$ cat src/rtl/seq_pkg.sv
// Shared types and constants for the stage sequencer.
package seq_pkg;

    localparam int SEQ_IDX_W = 4;

    typedef enum logic [1:0] {
        ST_IDLE = 2'd0,
        ST_RUN  = 2'd1,
        ST_WAIT = 2'd2,
        ST_DONE = 2'd3
    } seq_state_e;

endpackage

$ cat src/rtl/stage_sequencer.sv
// Launches STAGES stages one after another, waiting for each ready (or timeout).
// Optional timeout/error logic is built only when SEQ_TIMEOUT_EN is defined.
module stage_sequencer
    import seq_pkg::*;
#(
    parameter int                STAGES     = 3,
    parameter int                TMO_CYCLES = 32768,
    parameter logic [STAGES-1:0] TMO_MASK   = '1
) (
    input  logic              clk,
    input  logic              reset,
    input  logic              host_start_in,
    input  logic              abort_in,
    input  logic [STAGES-1:0] stage_rdy_in,
    output logic [STAGES-1:0] stage_start_out,
    output logic              rdy_out,
    output logic              done_out,
    output logic              err_out,
    output logic [3:0]        err_stage_out
);

    localparam logic [SEQ_IDX_W-1:0] LAST_IDX = SEQ_IDX_W'(STAGES - 1);

    generate
        if (STAGES < 1 || STAGES > 16) begin : g_bad_stages
            $error("stage_sequencer: STAGES must be in 1..16");
        end
        if (TMO_CYCLES < 2 || TMO_CYCLES > 65536) begin : g_bad_tmo
            $error("stage_sequencer: TMO_CYCLES must be in 2..65536");
        end
        if ($bits(TMO_MASK) != STAGES) begin : g_bad_mask
            $error("stage_sequencer: TMO_MASK must be STAGES bits wide");
        end
    endgenerate

    seq_state_e            r_state;
    seq_state_e            w_state_nxt;
    logic [SEQ_IDX_W-1:0]  r_idx;
    logic                  r_host_q;
    logic                  r_rst_q;
    logic [STAGES-1:0]     r_start;
    logic                  r_done;

    logic [STAGES-1:0]     w_onehot;
    logic [STAGES-1:0]     w_start_nxt;
    logic                  w_done_nxt;
    logic                  w_idx_inc;
    logic                  w_rdy_sel;
    logic                  w_edge;
    logic                  w_go;
    logic                  w_accept;
    logic                  w_tmo;
    logic                  w_adv;
    logic                  w_last;

    // Ready is only honoured once the start pulse for that stage has dropped.
    always_comb begin
        w_onehot  = '0;
        w_rdy_sel = 1'b0;
        for (int k = 0; k < STAGES; k++) begin
            w_onehot[k] = (r_idx == SEQ_IDX_W'(k));
            w_rdy_sel   = w_rdy_sel | (w_onehot[k] & stage_rdy_in[k] & ~r_start[k]);
        end
    end

    // r_rst_q masks the first cycle after reset so a level held through release is not an edge.
    assign w_edge   = host_start_in & ~r_host_q & ~r_rst_q;
    assign w_go     = (r_state == ST_IDLE) && w_edge && !abort_in;
    assign w_accept = (r_state == ST_WAIT) && w_rdy_sel;
    assign w_adv    = w_accept | w_tmo;
    assign w_last   = (r_idx == LAST_IDX);

    always_ff @(posedge clk) begin
        if (reset) begin
            r_state <= ST_IDLE;
        end else begin
            r_state <= w_state_nxt;
        end
    end

    always_comb begin
        w_state_nxt = r_state;
        case (r_state)
            ST_IDLE: if (w_go) w_state_nxt = ST_RUN;
            ST_RUN:  w_state_nxt = ST_WAIT;
            ST_WAIT: if (w_adv) w_state_nxt = w_last ? ST_DONE : ST_RUN;
            ST_DONE: w_state_nxt = ST_IDLE;
            default: w_state_nxt = ST_IDLE;
        endcase
        if (abort_in) begin
            w_state_nxt = ST_IDLE;
        end
    end

    always_comb begin
        w_start_nxt = '0;
        w_done_nxt  = 1'b0;
        w_idx_inc   = 1'b0;
        if (!abort_in) begin
            if (r_state == ST_RUN)  w_start_nxt = w_onehot;
            if (r_state == ST_DONE) w_done_nxt  = 1'b1;
            if (r_state == ST_WAIT && w_adv && !w_last) w_idx_inc = 1'b1;
        end
    end

    always_ff @(posedge clk) begin
        if (reset) begin
            r_idx    <= '0;
            r_host_q <= 1'b0;
            r_rst_q  <= 1'b1;
            r_start  <= '0;
            r_done   <= 1'b0;
        end else begin
            r_host_q <= host_start_in;
            r_rst_q  <= 1'b0;
            r_start  <= w_start_nxt;
            r_done   <= w_done_nxt;
            if (w_go) begin
                r_idx <= '0;
            end else if (w_idx_inc) begin
                r_idx <= r_idx + SEQ_IDX_W'(1);
            end
        end
    end

`ifdef SEQ_TIMEOUT_EN
    localparam logic [15:0] TMO_LAST = 16'(TMO_CYCLES - 1);

    logic [15:0] r_cnt;
    logic        r_err;
    logic [3:0]  r_err_stage;
    logic        w_mask_sel;

    assign w_mask_sel = |(w_onehot & TMO_MASK);
    // A ready arriving on the timeout cycle wins, so no error is flagged then.
    assign w_tmo      = (r_state == ST_WAIT) && !w_rdy_sel && w_mask_sel && (r_cnt == TMO_LAST);

    always_ff @(posedge clk) begin
        if (reset) begin
            r_cnt       <= '0;
            r_err       <= 1'b0;
            r_err_stage <= '0;
        end else begin
            if (r_state == ST_RUN) begin
                r_cnt <= '0;
            end else if (r_state == ST_WAIT) begin
                r_cnt <= r_cnt + 16'd1;
            end
            if (w_go) begin
                r_err       <= 1'b0;
                r_err_stage <= '0;
            end else if (w_tmo && !abort_in) begin
                r_err <= 1'b1;
                if (!r_err) r_err_stage <= r_idx;
            end
        end
    end

    assign err_out       = r_err;
    assign err_stage_out = r_err_stage;
`else
    assign w_tmo         = 1'b0;
    assign err_out       = 1'b0;
    assign err_stage_out = 4'd0;
`endif

    assign stage_start_out = r_start;
    assign done_out        = r_done;
    assign rdy_out         = (r_state == ST_IDLE);

endmodule

$ cat config.mk
export PLATFORM = sky130hd
export DESIGN_NAME = stage_sequencer
export DESIGN_NICKNAME = d
export VERILOG_FILES = /design/src/rtl/seq_pkg.sv /design/src/rtl/stage_sequencer.sv
export SDC_FILE = /design/constraint.sdc
export NUM_CORES = 1
export LEC_CHECK = 0
export BUFFER_PORTS_ARGS = -buffer_cell sky130_fd_sc_hd__buf_2
export CAP_MARGIN = 0
export CORE_AREA = 8 8 48 50
export DETAILED_ROUTE_END_ITERATION = 7
export DIE_AREA = 0 0 56 58
export PLACE_DENSITY_LB_ADDON = 0.15
export SETUP_SLACK_MARGIN = 0.02
export SKIP_CTS_REPAIR_TIMING = 1
export SYNTH_ARGS = -nofsm -noshare
export SYNTH_HDL_FRONTEND = slang
export SYNTH_SLANG_ARGS = --single-unit
$ cat constraint.sdc
create_clock -name clk -period 1.7 [get_ports clk]
set_clock_uncertainty 0.05 [all_clocks]
set_input_delay 0.255 -clock clk [delete_from_list [all_inputs] [get_ports clk]]
set_output_delay 0.255 -clock clk [all_outputs]
set_load 0.02 [all_outputs]
==> impl_results.md, run 1 <==
* H-tree Lvls at 1
* DRC violations left at 0
* Largest net degree at the start of global routing at 11
* Setup crit start kind: flip-flop
* RSZ-0062 raised after global routing: no
* Register Area at 240.2 µm²
* Core area at 1614 µm²
* Sequential share of the synthesized area at 0.3887
* Synth warnings at 0
* Clock sink total at 12
* Gpl congestion at approximately 0.68
* Simple logic cell fraction of the synthesized area at 0.2834
* Max-Cap Viols at 0
* Hold Path Class: in -> reg
* Grt ovf at 0
* Post-route cell area at 690.7 µm²
* XOR/XNOR Fraction of Synth Area at 0
* Main combinational cell family by area after synthesis: simple AND/OR/NAND/NOR gates
* WL per Instance at 12.18 µm
* Critical path class: reg -> reg
* Syn_area_per_cell at 9.509 µm²
* CTS Buffer Depth at 2
* Synth area leaders: dfxtp_1, ha_1, buf_4, o21ai_0, nor2b_1
* Post-Syn Area at about 600 µm²
* Final min period at 1.523 ns
* Dpl cell area at 668.1 µm²
* Commonest cells after routing, fill and taps aside: dfxtp_1, buf_2, o21ai_0
* FP Rows at 15
* Synthesized instance count at 65
* Status: finished clean
* Antenna fix cells at 0
* Yosys reg bits at 12
* Drt pass-1 iters at 4
* Synth area leader: dfxtp_1
* Mux contribution to synthesized area at 0.03239
* Layout cells sized above 1 at 0.2078
* Final #Nets at 90
* CP required at 1.85 ns
* Final TNS setup at 0 ns
* Die Ht at 58 µm
* Fin crit share at 0.8960
* Commonest non-fill, non-tap cell in the layout: dfxtp_1
* DIE WIDTH at 56 µm
* Final Hold Fails at 0
* Vias per cell at 4.926
* # IOs at 17
* Post-synthesis adder-cell area fraction at 0.08097
* Leakage at ~0.3 nW
* Initial antenna violation count at 0
* Share of the synthesized area in the top cell type at 0.3887
* Clock Latency Late Sink at 0.27 ns
* Detail Route Antenna Nets at 0
* DR iter-0 viols at 8
* Initial Util at 0.3829
* PortBufs at 11
* Worst IR Drop VDD at approximately 0.43 mV
* First-pass GRT wire length at 1911 µm
* Post-synth cell types at 24
* Area delta synth->final at 11.74%
* Final WL at 1145 µm
* Clk slew on worst S/H paths at 0.07 ns
* Critical path endpoint category: flip-flop
* Tot GR Track Use at 0.07623
* Crit-path max FO at 5
* DP HPWL at 920 µm
* Vias in the first global route at 438
* Filler instances at 162
* CTS buffer count at 3
* Slew Limit Fails at 0
* Root Buffer: clkbuf_4
* Worst Path Arrival at 1.68 ns
* # setup viols final at 0
* DR vias at 463
* CTS tree: yes
* Die footprint at 3248 µm²
* Power density over the cells at 720.6 nW/µm²
* Complex-gate fraction of the synthesized area at 0.1235
* Area occupied by multi-input gates at approximately 340 µm²
* Fmax at 656.5 MHz
==> cell families after synthesis <==
group	count (synthesis)
and+or+nand+nor	26
DFF	12
AOI/OAI and AO/OA	11
buffers and inverters	9
adders and majority gates	4
muxes	2
other	1
==> layout make-up <==
class | count | share of cell area
Tap cell | 17 | 0.03080
Inverter | 3 | 0.01630
Timing Repair Buffer | 11 | 0.07971
Multi-Input combinational cell | 48 | 0.4928
Clock buffer | 3 | 0.03261
Sequential cell | 12 | 0.3478
==> sequential cells by signal (all words and copies together), names as in the netlist <==
| signal | flops |
|---|---|
| r_rst_q | 1 |
| done_out | 1 |
| r_host_q | 1 |
| r_state | 2 |
| r_idx | 4 |
| stage_start_out | 3 |
==> per-layer routing <==
metal  global-route usage  wire length (µm)  vias to the layer above
li1                     -                 -                      243
met1              0.08712               548                      200
met2               0.1014               460                       16
met3              0.03493                95                        4
met4              0.07216                40                        0
met5                    0                 0                        -
==> cell usage after synthesis <==
cell,number
mux2i_1,2
nor4b_4,1
clkbuf_1,1
inv_1,3
or3b_1,2
o2111ai_1,1
dfxtp_1,12
and3_1,2
nor3_1,2
ha_1,4
nor2b_1,4
buf_4,5
and2_1,3
o311a_1,1
nor2_1,5
and4b_1,1
o211a_1,1
o21ai_0,7
nand2_1,2
or3_1,1
conb_1,1
a211oi_2,1
nor3b_1,1
and3b_1,2
==> power breakdown <==
part / internal, W / switching (W)
clock network: 0.0000819 / 0.0000880
registers: 0.000285 / 0.00000213
logic: 0.0000131 / 0.0000278
==> worst max-delay path, stage by stage, from the launching register on <==
cell     delay (ns)
dfxtp_1        0.40
inv_1          0.08
ha_1           0.25
nor4b_4        0.25
o211a_1        0.24
mux2i_1        0.19
==> metrics by stage <==
| step | total power [W] | setup slack, ns | util | instances | hold WS, ns |
|---|---|---|---|---|---|
| 2_1_floorplan | 0.0003303 | 0.2983 | - | 69 | 0.2327 |
| 3_3_place_gp | 0.0003346 | 0.2088 | 0.4140 | 91 | 0.4249 |
| 3_5_place_dp | 0.0003344 | 0.1689 | 0.4140 | 91 | 0.4325 |
| 4_1_cts | 0.0005083 | 0.1602 | 0.4279 | 94 | 0.1474 |
| 5_1_grt | 0.0005200 | 0.03053 | 0.4279 | 94 | 0.1720 |
| 6_report | 0.0004977 | 0.1768 | 0.4279 | 94 | 0.1567 |
==> final timing paths <==
kind / cells after the start / endpoint / from / slack [ns]
setup reg to reg: 5 / r_idx[0] / r_idx[0] / 0.18
hold / removal: 2 / r_host_q / host_start_in / 0.16
setup / recovery: 5 / r_idx[0] / r_idx[0] / 0.18
hold reg to reg: 2 / r_idx[2] / r_idx[2] / 0.49
Note: power is estimated with default switching activity, not from simulation.
==> run 2: changes to the inputs <==
--- a/config.mk
+++ b/config.mk
@@ -5,12 +5,13 @@
 export SDC_FILE = /design/constraint.sdc
 export NUM_CORES = 1
 export LEC_CHECK = 0
+export ABC_AREA = 1
 export BUFFER_PORTS_ARGS = -buffer_cell sky130_fd_sc_hd__buf_2
 export CAP_MARGIN = 0
-export CORE_AREA = 8 8 48 50
+export CORE_AREA = 8 8 47 49
 export DETAILED_ROUTE_END_ITERATION = 7
-export DIE_AREA = 0 0 56 58
-export PLACE_DENSITY_LB_ADDON = 0.15
+export DIE_AREA = 0 0 55 57
+export PLACE_DENSITY = 0.67
 export SETUP_SLACK_MARGIN = 0.02
 export SKIP_CTS_REPAIR_TIMING = 1
 export SYNTH_ARGS = -nofsm -noshare
==> run 2 against run 1 <==
  * Sequential share of layout area down 0.25 points
  * Routed wire length down 3.8%
  * Via count increased by 6.9%
  * Core utilization up 1.3 points
  * Hold slack worse by 0.069 ns
  * Power increased by 11%
  * Critical endpoint unchanged
  * Highest routed layer unchanged
==> impl_results.md, run 2 <==
* Status: finished clean (unchanged)
* Worst reg-to-reg path cell count at 7 (was 5)
* Core area at 1577 µm² (was 1614 µm²)
* Root Buffer: clkbuf_4 (unchanged)
* DR iter-0 viols at 21 (was 8)
* Number of synthesized flops with an enable pin at 0 (unchanged)
* First-pass GRT wire length at 1856 µm (was 1911 µm)
* Initial antenna violation count at 0 (unchanged)
* Leakage at 0.3584 nW (was 0.3084 nW)
* Commonest non-fill, non-tap cell in the layout: inv_1 (was dfxtp_1)
* WL per Instance at 9.752 µm (was 12.18 µm)
* Share of the synthesized area in the top cell type at 0.3967 (was 0.3887)
* Worst Path Arrival at 1.54 ns (was 1.68 ns)
* Detail Route Antenna Nets at 0 (unchanged)
* Slowest-stage cell, CP: dfxtp_1 (unchanged)
* Area delta synth->final at 14.88% (was 11.74%)
* H-tree Lvls at 1 (unchanged)
* Final TNS setup at 0 ns (unchanged)
* Drt pass-1 iters at 4 (unchanged)
* Max-Cap Viols at 0 (unchanged)
* RSZ-0062 raised after global routing: no (unchanged)
* Sequential share of the synthesized area at 0.3967 (was 0.3887)
* Worst IR Drop VDD at 0.3671 mV (was 0.4335 mV)
* Filler instances at 169 (was 162)
* Die footprint at 3135 µm² (was 3248 µm²)
* Synth warnings at 0 (unchanged)
* Clock Latency Late Sink at 0.27 ns (about the same)
* # setup viols final at 0 (unchanged)
* Max stage delay on crit path at 0.39 ns (was 0.40 ns)
* Vias in the first global route at 439 (was 438)
* Critical Path, Cell by Cell: inv_1 > ha_1 > a21oi_2 > nand3_2 > nand2_1 > inv_1 > nor2_1 (was inv_1 > ha_1 > nor4b_4 > o211a_1 > mux2i_1)
* Min-delay src: reset (was host_start_in)
* Worst setup margin at 0.3263 ns (was 0.1768 ns)
* Commonest cells after routing, fill and taps aside: inv_1, nor2_1, nand2_1 (was dfxtp_1, buf_2, o21ai_0)
* Power Total at 0.0005545 W (was 0.0004977 W)
* Top cells by count, synth: inv_1, nor2_1, nand2_1 (was dfxtp_1, o21ai_0, buf_4, nor2_1)
* Critical path endpoint category: flip-flop (unchanged)
* Gpl congestion at 0.8098 (was 0.6776)
* Antenna fix cells at 0 (unchanged)
* CTS Buffer Depth at 2 (unchanged)
* Tot GR Track Use at 0.07876 (was 0.07623)
* Synth area leaders: dfxtp_1, inv_1, nor2_1, ha_1, nand2_1 (was dfxtp_1, ha_1, buf_4, o21ai_0, nor2b_1)
* Largest net degree at the start of global routing at 8 (was 11)
* Most numerous cell on the critical path: inv_1
* DP Worst Slack at 0.3392 ns (was 0.1689 ns)
* Initial Util at 0.3841 (was 0.3829)
* Slew Limit Fails at 0 (unchanged)
* CTS buffer count at 3 (unchanged)
* Die Ht at 57 µm (was 58 µm)
* Async S/R FF share, synth at 0 (unchanged)
* Reg with most FFs: r_idx (unchanged)
* Final Hold Fails at 0 (unchanged)
* PortBufs at 11 (unchanged)
* Critical Path Stages at 7 (was 5)
* Hold Path Class: in -> reg (unchanged)
* Setup crit start kind: flip-flop (unchanged)
* Power density over the cells at 797.1 nW/µm² (was 720.6 nW/µm²)
* Critical Path Source: r_idx[0] (unchanged)
* Synthesized instance count at 82 (was 65)
* Hold slack at 0.08752 ns (was 0.1567 ns)
* Vias per cell at 4.381 (was 4.926)
* Fmax at 727.9 MHz (was 656.5 MHz)
* CTS tree: yes (unchanged)
* Layout cells sized above 1 at 0.1979 (was 0.2078)
* Clk slew on worst S/H paths at 0.08 ns (was 0.07 ns)
* Crit-path max FO at 4 (was 5)
* Grt ovf at 0 (unchanged)
* Post-synth cell types at 16 (was 24)
* DRC violations left at 0 (unchanged)
* FP Rows at 15 (unchanged)
* Met3 GRT Util at 0.01558 (was 0.03493)
* Final min period at 1.374 ns (was 1.523 ns)
* Gr busiest metal: met1 (was met2)
* Ys flop type: dfxtp_1 (unchanged)
* Clock sink total at 12 (unchanged)
* Final WL at 1102 µm (was 1145 µm)
* Yosys reg bits at 12 (unchanged)
* Critical path class: reg -> reg (unchanged)
* CP required at 1.87 ns (was 1.85 ns)
* Bufs and invs on worst path at 2 (was 1)
* Reg-to-Reg Start: r_idx[0] (unchanged)
* Synth area leader: dfxtp_1 (unchanged)
* Fin crit share at 0.8081 (was 0.8960)
* DP HPWL at 861.8 µm (was 920 µm)
* Grt met1 use at 0.1084 (was 0.08712)
* Max reg flops at 4 (unchanged)
* Worst hold path stage count at 1 (was 2)
* # IOs at 17 (unchanged)
* Final #Nets at 108 (was 90)
* Top delay family on crit path: flip-flops (unchanged)
* DIE WIDTH at 55 µm (was 56 µm)
* Count leader, synth: inv_1 (was dfxtp_1)
* Met2 GRT Util at 0.09562 (was 0.1014)
* Post-Syn Area at 605.6 µm² (was 618.1 µm²)
* Syn_area_per_cell at 7.385 µm² (was 9.509 µm²)
* DR vias at 495 (was 463)
[run 2: changes by cell type after synthesis, moves of 3 or more]
cell     previous run  this run
o21ai_0             7         0
nor2b_1             4         0
inv_1               3        16
nand3_1             0         6
nor2_1              5        14
nand2_1             2        13
and2_1              3         0
nand4_1             0         3
[run 2: report_power, final]
part | switching (W) | total [W] | internal (W)
Combinational | 0.0000289 | 0.0000411 | 0.0000122
Sequential | 0.00000119 | 0.000285 | 0.000284
Clock | 0.0000979 | 0.000228 | 0.000130
Total | 0.000128 | 0.000555 | 0.000426
[run 2: worst paths after layout]
path / to / slack (ns)
worst max-delay path: r_idx[0] / 0.33
worst min-delay path: r_rst_q / 0.09
worst max register to register: r_idx[0] / 0.33
worst min register to register: r_idx[3] / 0.41
[run 2: layout make-up]
cell class,instances,area [µm²],share of cell area
clock buffer,4,36.28,0.05216
sequential,12,240.2,0.3453
timing repair buffer,11,55.05,0.07914
inverter,16,60.06,0.08633
tap,17,21.27,0.03058
multi-input combinational,53,282.8,0.4065
[run 2: cell families (layout without fill, tap and decap cells)]
family          after synthesis  in the layout  synth area share
compound gates                2              2           0.02272
fa+ha+maj                     4              4           0.08265
buf+inv                      21             31            0.1612
flops                        12             12            0.3967
other cells                   1              5          0.006192
simple gates                 42             42            0.3306
[run 2: metrics by stage]
step	cells	utilization	instance area (µm²)
final	113	0.4413	695.7
after global routing	113	0.4413	695.7
after CTS	113	0.4413	695.7
after detailed placement	109	0.4183	659.4
after global placement	109	0.4183	659.4
after floorplan	86	-	620.6
[run 2: per-layer routing]
layer / vias up / share of wire
met5: - / 0
li1: 268 / -
met2: 11 / 0.43
met3: 5 / 0.065
met1: 211 / 0.47
met4: 0 / 0.040
[run 2: worst reg2reg max path, cell delays in order (launching register included)]
cell     delay [ns]
dfxtp_1        0.39
inv_1          0.09
ha_1           0.24
a21oi_2        0.24
nand3_2        0.11
nand2_1        0.07
inv_1          0.04
nor2_1         0.08
